$ cat config.mk
export PLATFORM = sky130hd
export DESIGN_NAME = bus_line_reader
export DESIGN_NICKNAME = d
export VERILOG_FILES = /design/src/rtl/bus_pkg.sv /design/src/rtl/bus_line_reader.sv
export SDC_FILE = /design/constraint.sdc
export NUM_CORES = 1
export LEC_CHECK = 0
export CORE_AREA = 2 2 306 308
export CTS_BUF_LIST = sky130_fd_sc_hd__clkbuf_4 sky130_fd_sc_hd__clkbuf_8
export DETAILED_ROUTE_END_ITERATION = 16
export DIE_AREA = 0 0 308 310
export HOLD_SLACK_MARGIN = 0.1
export SLEW_MARGIN = 5
export SYNTH_ARGS = -nofsm -noshare
export SYNTH_HDL_FRONTEND = slang
export SYNTH_SLANG_ARGS = --single-unit
$ cat constraint.sdc
create_clock -name clk -period 2.1 [get_ports clk]
set_input_delay 0.21 -clock clk [delete_from_list [all_inputs] [get_ports clk]]
set_output_delay 0.21 -clock clk [all_outputs]
set_load 0.05 [all_outputs]
$ cat src/rtl/bus_pkg.sv
// -----------------------------------------------------------------------------
// bus_pkg
// Shared definitions for the two-client memory bus: request-tag field codes,
// line/beat geometry and the line-reader state type. Masters and the arbiter
// import this package so every client encodes tags identically.
//
// Request tag layout (13 bits): {rw[12], kind[11:8], client_tag[7:0]}
// -----------------------------------------------------------------------------
package bus_pkg;

  // Tag field codes
  localparam logic       TAG_READ    = 1'b1;
  localparam logic       TAG_WRITE   = 1'b0;
  localparam logic [3:0] TYPE_MEMORY = 4'b0001;
  localparam logic [3:0] TYPE_MMIO   = 4'b0010;

  // Geometry: 64-byte lines carried over a 64-bit bus
  localparam int LINE_BYTES = 64;
  localparam int BEAT_BITS  = 64;
  localparam int LINE_BITS  = LINE_BYTES * 8;
  localparam int BEATS      = LINE_BITS / BEAT_BITS;
  localparam int CNT_W      = $clog2(BEATS);

  typedef enum logic [1:0] {
    ST_IDLE = 2'd0,
    ST_REQ  = 2'd1,
    ST_RESP = 2'd2,
    ST_DONE = 2'd3
  } state_e;

  function automatic logic [12:0] make_reqtag(input logic       rw,
                                              input logic [3:0] kind,
                                              input logic [7:0] tag);
    return {rw, kind, tag};
  endfunction

endpackage

$ cat src/rtl/bus_line_reader.sv
// -----------------------------------------------------------------------------
// bus_line_reader
// Single-outstanding cache-line read master for one client port of the shared
// memory bus. Accepts a line-fill request, bids for the bus, issues one read,
// gathers the 8-beat response into a 512-bit line and returns it to the cache
// over a valid/ready handshake.
//
// Ports
//   clk, reset          clock; synchronous active-high reset
//   in_valid/in_ready   line-fill request handshake (ready only while idle)
//   in_addr[63:0]       byte address of the request, any alignment
//   out_valid/out_ready line return handshake
//   out_addr[63:0]      line-aligned address of the returned line
//   out_line[511:0]     returned line, beat k at [64k+63:64k]
//   bus_bid             request for bus ownership (held through the response)
//   bus_reqcyc          read request valid, held until bus_reqack
//   bus_req[63:0]       line-aligned read address
//   bus_reqtag[12:0]    {READ, MEMORY, TAG}
//   bus_reqack          request accepted by the bus
//   bus_respcyc         response beat valid
//   bus_resp[63:0]      response beat data
//   bus_respack         beat acknowledge, same cycle as bus_respcyc
// -----------------------------------------------------------------------------
module bus_line_reader
  import bus_pkg::*;
#(
  parameter logic [7:0] TAG = 8'h00
) (
  input  logic         clk,
  input  logic         reset,
  input  logic         in_valid,
  input  logic [63:0]  in_addr,
  output logic         in_ready,
  output logic         out_valid,
  output logic [63:0]  out_addr,
  output logic [511:0] out_line,
  input  logic         out_ready,
  output logic         bus_bid,
  output logic         bus_reqcyc,
  output logic [63:0]  bus_req,
  output logic [12:0]  bus_reqtag,
  output logic         bus_respack,
  input  logic         bus_reqack,
  input  logic         bus_respcyc,
  input  logic [63:0]  bus_resp
);

  state_e               state_q;
  logic [CNT_W-1:0]     cnt_q;
  logic                 bid_q;
  logic                 reqcyc_q;
  logic                 out_valid_q;
  logic [63:0]          addr_q;
  logic [12:0]          reqtag_q;
  logic [LINE_BITS-1:0] line_q;
  logic [LINE_BITS-1:0] line_d;

  logic [63:0]          line_addr;
  logic                 beat_we;
  logic                 last_beat;

  // Masking keeps every address bit in use while dropping the byte offset.
  assign line_addr = in_addr & ~64'(LINE_BYTES - 1);

  // Beats are only taken in RESP; a respcyc anywhere else (including the
  // reqack cycle) is neither stored nor acknowledged.
  assign beat_we   = (state_q == ST_RESP) && bus_respcyc;
  assign last_beat = beat_we && (cnt_q == CNT_W'(BEATS - 1));

  assign in_ready    = (state_q == ST_IDLE);
  assign bus_respack = beat_we;

  // Beat-indexed write enable into the line register.
  always_comb begin
    line_d = line_q;
    for (int k = 0; k < BEATS; k++) begin
      if (beat_we && (cnt_q == CNT_W'(k))) begin
        line_d[k*BEAT_BITS +: BEAT_BITS] = bus_resp;
      end
    end
  end

  always_ff @(posedge clk) begin
    if (reset) begin
      // Abandons any transaction in flight: dropping bid releases the arbiter
      // and partially gathered beats are discarded.
      state_q     <= ST_IDLE;
      cnt_q       <= '0;
      bid_q       <= 1'b0;
      reqcyc_q    <= 1'b0;
      out_valid_q <= 1'b0;
      addr_q      <= '0;
      reqtag_q    <= '0;
      line_q      <= '0;
    end else begin
      line_q <= line_d;
      unique case (state_q)
        ST_IDLE: begin
          if (in_valid) begin
            addr_q   <= line_addr;
            reqtag_q <= make_reqtag(TAG_READ, TYPE_MEMORY, TAG);
            bid_q    <= 1'b1;
            reqcyc_q <= 1'b1;
            cnt_q    <= '0;
            state_q  <= ST_REQ;
          end
        end
        ST_REQ: begin
          // bid stays up through the response so the arbiter keeps the
          // response path pointed at this client.
          if (bus_reqack) begin
            reqcyc_q <= 1'b0;
            state_q  <= ST_RESP;
          end
        end
        ST_RESP: begin
          if (beat_we) begin
            cnt_q <= cnt_q + CNT_W'(1);
            if (last_beat) begin
              bid_q       <= 1'b0;
              out_valid_q <= 1'b1;
              state_q     <= ST_DONE;
            end
          end
        end
        ST_DONE: begin
          if (out_ready) begin
            out_valid_q <= 1'b0;
            state_q     <= ST_IDLE;
          end
        end
        default: state_q <= ST_IDLE;
      endcase
    end
  end

  assign out_valid  = out_valid_q;
  assign out_addr   = addr_q;
  assign out_line   = line_q;
  assign bus_bid    = bid_q;
  assign bus_reqcyc = reqcyc_q;
  assign bus_req    = addr_q;
  assign bus_reqtag = reqtag_q;

endmodule

==> flow_summary.json <==
{
  "start_kind": "flip-flop",
  "clock_latency_ps": 730,
  "fin_nets": 3533,
  "die_y_um": 310,
  "wire_per_inst_um": 19.41,
  "place.gp.congestion": 0.8121,
  "wl_um": 90490,
  "synth_warnings": 0,
  "synthAdderAreaFrac_pct": 0.6256,
  "final_layout_size_suffix_gt1_share_pct": 11.76,
  "grt_usage_pct": 18.02,
  "fmax_ghz": 0.5037,
  "cts-root-buf": "clkbuf_8",
  "rsz0062_at_grt": "true",
  "cts_buffers": 99,
  "highest_layer": "met5",
  "cap_violations": 0,
  "synthCells": 2700,
  "io_buffers": 762,
  "startpoint": "state_q[0]$_SDFFE_PP0P_",
  "yosysUniqueCellTypes": 32,
  "synth-simple-area-share_pct": 21.16,
  "clock_skew_ps": 29.72,
  "ant_nets": 0,
  "start_util_pct": 23.79,
  "dr_wl_met3_um": 6247,
  "hp-class": "input port to flip-flop",
  "status": "complete, no violations",
  "dpl.cell_count": 4420,
  "grt_max_degree": 66,
  "post-route-util_pct": 34.53,
  "min_period_over_period_pct": 94.54,
  "cts-htree-levels": 3,
  "clock_path_buffers": 3,
  "r2r_end": "out_line[224]$_SDFFE_PP0P_",
  "async_reset_ff_share_pct": 0,
  "cp_data_arrival_time_ps": 1780,
  "nFillCells": 9774,
  "die_w_um": 308,
  "reg2reg_slack_ps": 240,
  "dr.pass1.iters": 6,
  "avgSynthCellArea_um2": 8.148,
  "clkSinkCount": 579,
  "muxShareOfSynthArea_pct": 0.04550,
  "vias": 20470,
  "maxSlewHeadroom_pct": 58.76,
  "coreArea_um2": 92490,
  "required_ps": 1890,
  "seq_area_frac_synth_pct": 52.69,
  "ir_worst_vdd_uv": 646.5,
  "grt_pass1_wl_um": 128100,
  "clk_pin_slew_ps": 60,
  "cts_tree": "built",
  "syn_area_um2": 22000,
  "rows": 112,
  "setup_viol": 0,
  "hpwl_um": 60850,
  "crit_fanout": 7,
  "routed_via_density": 4.391,
  "endpoint": "bus_respack",
  "die-area_um2": 95480,
  "synth_top_family_by_area": "simple AND/OR/NAND/NOR gates",
  "boundaryPins": 792,
  "area_delta_synth_final_pct": 45.15,
  "hold_slack_ps": 256.1,
  "p_leak_nw": 13.84,
  "cp-end-kind": "primary output",
  "route.met2.wl_um": 44070,
  "finalSetupTns_ps": 0,
  "seq_area_um2": 11600,
  "hold_viol_final": 0,
  "yosys.area_share.xor_xnor_pct": 0,
  "drc": 0,
  "drtIter0Drc": 1438,
  "synth_edf_count": 0,
  "ys.flop_type": "dfxtp_1",
  "synth-compound-area-share_pct": 14.62,
  "rr_worst_depth": 6,
  "grt_pass1_vias": 19250,
  "reg2reg_from": "cnt_q[0]$_SDFFE_PP0P_",
  "path_class": "flip-flop to primary output",
  "multi_input_area_um2": 8168,
  "period_needed_ps": 1985,
  "finalNonFillerCells": 4662,
  "wl_met1_um": 36480,
  "tightest_slew_ps": 616.7,
  "power_density_nw_per_um2": 863.1,
  "slew_viol_final": 0,
  "grt_overflow": 0,
  "ys_ff_latch": 579,
  "antenna_found_initial": 10
}
[power by group]
group | switching, mW | total, mW | internal [mW]
Sequential | 0.246 | 11.6 | 11.3
Combinational | 3.63 | 5.00 | 1.38
Clock | 4.75 | 11.0 | 6.23
Total | 8.62 | 27.6 | 18.9
[per-layer routing]
metal / GRT usage [%] / up-vias
met3: 3.719 / 171
met4: 8.508 / 2
met2: 30.93 / 867
met5: 0 / -
li1: - / 9857
met1: 21.52 / 9572
[worst min path at each step]
| stage | slack, ps | cells after the start | endpoint | startpoint |
|---|---|---|---|---|
| after CTS | 140 | 4 | out_line[364]$_SDFFE_PP0P_ | bus_resp[44] |
| after detailed placement | 450 | 2 | out_line[131]$_SDFFE_PP0P_ | out_line[131]$_SDFFE_PP0P_ |
| after global routing | 190 | 4 | out_line[364]$_SDFFE_PP0P_ | bus_resp[44] |
| after global placement | 440 | 2 | out_line[90]$_SDFFE_PP0P_ | out_line[90]$_SDFFE_PP0P_ |
| final | 260 | 4 | out_line[364]$_SDFFE_PP0P_ | bus_resp[44] |
| after floorplan | 330 | 1 | out_valid$_SDFFE_PP0P_ | out_ready |
[cell type report]
type	count	share of cell area, %
diodes	5	0.03918
repair buffers	897	26.60
flip-flops and latches	579	36.32
clock inverters	14	0.4310
inverters	7	0.09012
well taps	1197	4.690
clock buffers	159	6.246
multi-input cells	1804	25.58
[cells in the mapped netlist (2+ instances only)]
cell | number | area share [%]
ha_1 | 11 | 0.63
a21oi_2 | 70 | 2.8
buf_12 | 4 | 0.36
buf_4 | 160 | 5.5
a21oi_1 | 505 | 11
buf_1 | 5 | 0.085
buf_2 | 56 | 1.3
and2_1 | 2 | 0.057
dfxtp_1 | 579 | 53
and3_1 | 4 | 0.11
nand2_2 | 56 | 1.6
o221a_2 | 2 | 0.10
and2_4 | 6 | 0.24
nor2_1 | 7 | 0.12
o21ai_0 | 4 | 0.091
buf_8 | 20 | 1.4
nand2_1 | 1100 | 19
inv_1 | 7 | 0.12
nand2b_1 | 5 | 0.14
clkbuf_1 | 66 | 1.1
buf_6 | 20 | 1.0
[cells by family after synthesis]
group                      after synthesis
and+or+nand+nor                       1184
AOI/OAI and AO/OA                      585
DFF                                    579
buffers and inverters                  339
adders and majority gates               11
muxes                                    1
other                                    1
[placed cells by master, fill, tap and decap left out, types with 2 or more instances in the layout]
master	synthesis	final
a21oi_1	505	505
a21oi_2	70	70
and2_4	6	7
and3_1	4	2
and3_4	0	2
buf_12	4	40
buf_4	160	46
buf_6	20	2
bufinv_16	0	2
clkbuf_4	0	31
clkbuf_8	0	128
clkdlybuf4s50_1	0	126
clkinv_2	0	7
conb_1	1	23
dfxtp_1	579	577
dfxtp_4	0	2
diode_2	0	5
dlygate4sd2_1	0	621
dlygate4sd3_1	0	61
ha_1	11	10
inv_1	7	6
inv_6	0	4
nand2_1	1100	1098
nand2_2	56	52
nand2_4	0	6
nand2b_1	5	5
nor2_1	7	7
o21ai_0	4	4
o221a_2	2	2
[per-stage QoR]
step | cell area (µm²) | worst slack, ps | power [mW]
after floorplan | 22080 | 279.7 | 15.31
after global placement | 29900 | 95.87 | 16.97
final | 31930 | 114.7 | 27.56
after CTS | 31860 | -209.7 | 27.86
after detailed placement | 29900 | 58.58 | 16.97
after global routing | 31930 | -10.04 | 28.68
[state kept, by name (all words and copies together) (netlist names)]
signal	cells
out_line	512
bus_req	58
cnt_q	3
state_q	2
bus_bid	1
bus_reqcyc	1
bus_reqtag	1
out_valid	1
[critical path, stage by stage, from the launching register on]
cell     delay [ps]
dfxtp_4         350
inv_4            60
ha_4            130
buf_6           110
and2_4          230
buf_12          160
[timing repair]
action	in CTS	in global routing
endpoints found under the setup margin	623	1
cloned	0	0
pin swaps	0	2
setup buffers	0	4
hold buffers	61	0
resized for setup	625	8
hold endpoints to repair	213	0
Note: power is estimated with default switching activity, not from simulation.
